### src/rtl/mult_arbiter.sv
// Round-robin arbiter sharing one external multiplier among NREQ requesters.
// Grants are combinational; a {valid, index} tag pipeline routes each product back.
module mult_arbiter #(
   parameter int NREQ  = 4,
   parameter int WIDTH = 4,
   parameter int LAT   = 1
) (
   input  logic                    clk,
   input  logic                    reset,
   input  logic                    enable,
   input  logic [NREQ-1:0]         req_valid,
   input  logic [NREQ*WIDTH-1:0]   req_a,
   input  logic [NREQ*WIDTH-1:0]   req_b,
   output logic [NREQ-1:0]         req_ready,
   output logic [WIDTH-1:0]        mul_a,
   output logic [WIDTH-1:0]        mul_b,
   input  logic [WIDTH-1:0]        mul_y,
   output logic [NREQ-1:0]         rsp_valid,
   output logic [WIDTH-1:0]        rsp_y,
   output logic [7:0]              issue_count
);

   localparam int IDXW = (NREQ > 1) ? $clog2(NREQ) : 1;

   logic [IDXW-1:0] ptr_r;
   logic [7:0]      count_r;
   logic            tag_vld_r [LAT];
   logic [IDXW-1:0] tag_idx_r [LAT];

   logic            open_s;
   logic            grant_vld_s;
   logic [IDXW-1:0] grant_idx_s;
   logic [IDXW-1:0] cand_s;
   logic            hit_s;

   // (base + offs) mod NREQ; both operands are below NREQ so one subtraction suffices
   function automatic logic [IDXW-1:0] rr_index(input logic [IDXW-1:0] base,
                                                input logic [IDXW:0]   offs);
      logic [IDXW:0] sum;
      sum = {1'b0, base} + offs;
      if (sum >= (IDXW+1)'(NREQ)) begin
         sum = sum - (IDXW+1)'(NREQ);
      end else begin
         sum = sum;
      end
      return sum[IDXW-1:0];
   endfunction

   // Round-robin search; walking from the far end lets the nearest hit to ptr win
   always_comb begin
      open_s      = enable & ~reset;
      grant_vld_s = 1'b0;
      grant_idx_s = '0;
      cand_s      = '0;
      hit_s       = 1'b0;
      for (int k = NREQ - 1; k >= 0; k--) begin
         cand_s      = rr_index(ptr_r, (IDXW+1)'(k));
         hit_s       = open_s & req_valid[cand_s];
         grant_idx_s = hit_s ? cand_s : grant_idx_s;
         grant_vld_s = grant_vld_s | hit_s;
      end
   end

   // Grant vector and operand mux toward the multiplier
   always_comb begin
      req_ready = '0;
      mul_a     = '0;
      mul_b     = '0;
      if (grant_vld_s) begin
         req_ready[grant_idx_s] = 1'b1;
         mul_a = req_a[grant_idx_s*WIDTH +: WIDTH];
         mul_b = req_b[grant_idx_s*WIDTH +: WIDTH];
      end else begin
         req_ready = '0;
         mul_a     = '0;
         mul_b     = '0;
      end
   end

   // Tag pipeline mirrors the multiplier latency so the product meets its owner
   always_ff @(posedge clk) begin
      if (reset) begin
         tag_vld_r <= '{default: 1'b0};
         tag_idx_r <= '{default: '0};
      end else begin
         tag_vld_r[0] <= grant_vld_s;
         tag_idx_r[0] <= grant_idx_s;
         for (int s = 1; s < LAT; s++) begin
            tag_vld_r[s] <= tag_vld_r[s-1];
            tag_idx_r[s] <= tag_idx_r[s-1];
         end
      end
   end

   // Priority pointer moves just past the last winner
   always_ff @(posedge clk) begin
      if (reset) begin
         ptr_r <= '0;
      end else if (grant_vld_s) begin
         ptr_r <= rr_index(grant_idx_s, (IDXW+1)'(1));
      end else begin
         ptr_r <= ptr_r;
      end
   end

   // Issue counter, wraps naturally at 8 bits
   always_ff @(posedge clk) begin
      if (reset) begin
         count_r <= 8'd0;
      end else if (grant_vld_s) begin
         count_r <= count_r + 8'd1;
      end else begin
         count_r <= count_r;
      end
   end

   // Response demux; reset suppresses any stale tag still visible this cycle
   always_comb begin
      rsp_valid = '0;
      rsp_y     = '0;
      if (!reset && tag_vld_r[LAT-1]) begin
         rsp_valid[tag_idx_r[LAT-1]] = 1'b1;
         rsp_y = mul_y;
      end else begin
         rsp_valid = '0;
         rsp_y     = '0;
      end
   end

   assign issue_count = count_r;

endmodule

### config.mk
export PLATFORM = sky130hd
export DESIGN_NAME = mult_arbiter
export DESIGN_NICKNAME = d
export VERILOG_FILES = /design/src/rtl/mult_arbiter.sv
export SDC_FILE = /design/constraint.sdc
export NUM_CORES = 1
export LEC_CHECK = 0
export BUFFER_PORTS_ARGS = -buffer_cell sky130_fd_sc_hd__buf_2
export CORE_ASPECT_RATIO = 1.5
export CORE_MARGIN = 2
export CORE_UTILIZATION = 40
export CTS_BUF_LIST = sky130_fd_sc_hd__clkbuf_4
export DETAILED_ROUTE_END_ITERATION = 16
export PLACE_DENSITY = 0.73
export SYNTH_ARGS = -nofsm -noshare
export SYNTH_HDL_FRONTEND = slang
export SYNTH_SLANG_ARGS = --single-unit
### constraint.sdc
create_clock -name clk -period 3.6 [get_ports clk]
set_input_delay 0.18 -clock clk [delete_from_list [all_inputs] [get_ports clk]]
set_output_delay 0.18 -clock clk [all_outputs]
set_load 0.05 [all_outputs]
==> reports/qor.csv <==
metric,value,unit
result of the run,"complete, no violations",
max-capacitance violation count,0,
Max H-tree Level,1,
count of flip-flops with a built-in enable after synthesis,0,
clock tree sinks,13,
Tightest Hold Check Type,input pin to register,
post-detailed-route count of antenna-violating nets,0,
power density relative to cell area,234,nW/µm²
post-route clock skew,2.67,ps
routability-driven placement congestion ratio,0.902,
Horiz. Die Dim,54.5,µm
Inserted Clock Buffers,3,
total power,0.448,mW
Iteration-0 DRC Markers,45,
count of cells resized by post-cts repair,0,
Routed Wire Length,4100,µm
most frequent cells in the layout,"sky130_fd_sc_hd__buf_2, sky130_fd_sc_hd__nand2_1, sky130_fd_sc_hd__inv_1",
transition at the pin with the smallest max-transition slack,881,ps
latest clock arrival within the worst-skew pair,260,ps
num rows,27,
number of buffers inserted by port buffering,70,
Max VDD drop,0.234,mV
post-route fraction of the period consumed by the critical path,0.926,
clock tree from TritonCTS,yes,
"leading cell type in the layout, fill and taps excluded",sky130_fd_sc_hd__buf_2,
vias in the first global route,1638,
first-pass GRT wire length,6620,µm
buffer levels on the longest clock path,2,
final slew viol count,0,
Yosys top cell by area,sky130_fd_sc_hd__dfxtp_1,
estimated wirelength of the detail-placed design,3240,µm
Setup CP Type,register to primary output,
largest net degree at the start of global routing,19,
initial antenna violation count,0,
fraction of the yosys area taken by sequential cells,0.170,
mean routed wirelength per cell,13.7,µm
distinct cell type count after synthesis,43,
number of instances in the synthesized netlist,192,
final total negative setup slack,0,ps
Worst Path Required,3420,ps
core region area,3680,µm²
final setup violation count,0,
drt via density,5.78,
total I/O pin count,71,
DR DRC count,0,
Static Leakage,0.926,nW
highest net fanout along the worst path,17,
share of the synthesized area in the top cell type,0.170,
nature of the critical path startpoint,register,
overflow left after global routing,0,
total vias in the final route,1733,
highest clock frequency the design can meet,300,MHz
Post-Syn Nets,240,
top area cells in the synthesized netlist,"sky130_fd_sc_hd__dfxtp_1, sky130_fd_sc_hd__o221a_2, sky130_fd_sc_hd__nand2_1, sky130_fd_sc_hd__inv_1, sky130_fd_sc_hd__o221ai_1",
overall die area,4350,µm²
headroom to the max-slew limit,0.411,
ant diodes,0,
Pre-antenna DRT Iters,4,
final number of hold-violating endpoints,0,
Clock Tree Root,sky130_fd_sc_hd__clkbuf_4,
clock transition time at the flip-flop clock pins of the worst setup and hold paths,80,ps
P&R area growth vs syn,25.1,%
Post-synth top flop,sky130_fd_sc_hd__dfxtp_1,
sort of element at the end of the critical path,primary output,
mapped cell area,1530,µm²
Global Route Usage Sum,0.189,
layout cells sized above 1,0.412,
"FFs w/ async S/R, synth",0,
average size of a mapped cell,7.98,µm²
final layout net count,306,
Post-CTS Setup Bufs,0,
setup repair after global routing missed its margin,false,
shortest clock period the worst path allows after layout,3330,ps
count of state elements after synthesis,13,
Syn. warnings,0,
number of hold-repair buffers added at the cts stage,0,
worst path arrival time,3150,ps
starting density of the core,0.416,
Die Ht,79.8,µm
==> cells by family (layout without fill, tap and decap cells) <==
kind of cell,count (synthesis),in the layout,share of synthesized area
buf+inv,34,99,0.105
mux,7,7,0.0571
fa+ha+maj,5,5,0.0408
xor+xnor,7,7,0.0400
compound gates,57,57,0.355
flops,13,13,0.170
simple gates,69,69,0.232
==> worst max-delay path, stage by stage, from the launching register on <==
cell and delay, ps:
sky130_fd_sc_hd__dfxtp_1 760, sky130_fd_sc_hd__mux2i_4 370, sky130_fd_sc_hd__nor2_1 110, sky130_fd_sc_hd__o41ai_4 830, sky130_fd_sc_hd__o22ai_1 200, sky130_fd_sc_hd__o32ai_1 310, sky130_fd_sc_hd__buf_2 310
==> power by group <==
part | internal [mW] | switching (mW) | total, mW | leakage (nW)
clock | 0.0503 | 0.0430 | 0.0933 | 0.0184
sequential | 0.148 | 0.00785 | 0.156 | 0.106
combinational | 0.0740 | 0.125 | 0.199 | 0.802
total | 0.272 | 0.176 | 0.448 | 0.926
==> sequential cells by signal (all words and copies together) (netlist names) <==
name and count:
issue_count 8, ptr_r 2, tag_idx_r 2, tag_vld_r 1
==> path summary, 6_finish.rpt <==
check | slack [ps] | to | start | cells past startpoint
worst max-delay path | 270 | mul_b[0] | ptr_r[0] | 6
worst min-delay path | 250 | issue_count[4] | reset | 2
worst max register to register | 880 | ptr_r[1] | ptr_r[0] | 7
worst min register to register | 530 | issue_count[7] | issue_count[7] | 2
==> final cells by class <==
cell class	count	area, µm²
repair buffers	75	388
inverters	20	75.1
flip-flops and latches	13	260
well taps	43	53.8
multi-input cells	145	1110
fillers	378	1760
clock buffers	4	30.0
==> per-stage QoR <==
stage	std cells	hold WS (ps)	worst slack [ps]	util	cell area, µm²
2_1_floorplan	192	491	709	-	1530
5_1_grt	300	266	28.6	0.521	1920
4_1_cts	300	257	258	0.521	1920
3_5_place_dp	296	496	560	0.513	1890
6_report	300	253	267	0.521	1920
3_3_place_gp	296	499	647	0.513	1890
==> layer usage <==
| layer | track usage | wire [µm] |
|---|---|---|
| met5 | 0 | 0 |
| met4 | 0.0625 | 102 |
| met3 | 0.0206 | 287 |
| met2 | 0.358 | 2080 |
| met1 | 0.204 | 1640 |
==> Yosys cell counts, types with 3 or more instances <==
master and number:
sky130_fd_sc_hd__nand2_1 21, sky130_fd_sc_hd__inv_1 20, sky130_fd_sc_hd__o221a_2 17, sky130_fd_sc_hd__nor2_1 14, sky130_fd_sc_hd__dfxtp_1 13, sky130_fd_sc_hd__o22ai_1 9, sky130_fd_sc_hd__and3_1 8, sky130_fd_sc_hd__o221ai_1 8
sky130_fd_sc_hd__and2_1 7, sky130_fd_sc_hd__buf_2 6, sky130_fd_sc_hd__o32ai_1 6, sky130_fd_sc_hd__ha_1 5, sky130_fd_sc_hd__mux2i_1 5, sky130_fd_sc_hd__nand2b_1 5, sky130_fd_sc_hd__xor2_1 5, sky130_fd_sc_hd__clkbuf_1 4
sky130_fd_sc_hd__o21ai_0 4, sky130_fd_sc_hd__a21oi_1 3, sky130_fd_sc_hd__buf_6 3
Note: power is estimated with default switching activity, not from simulation.
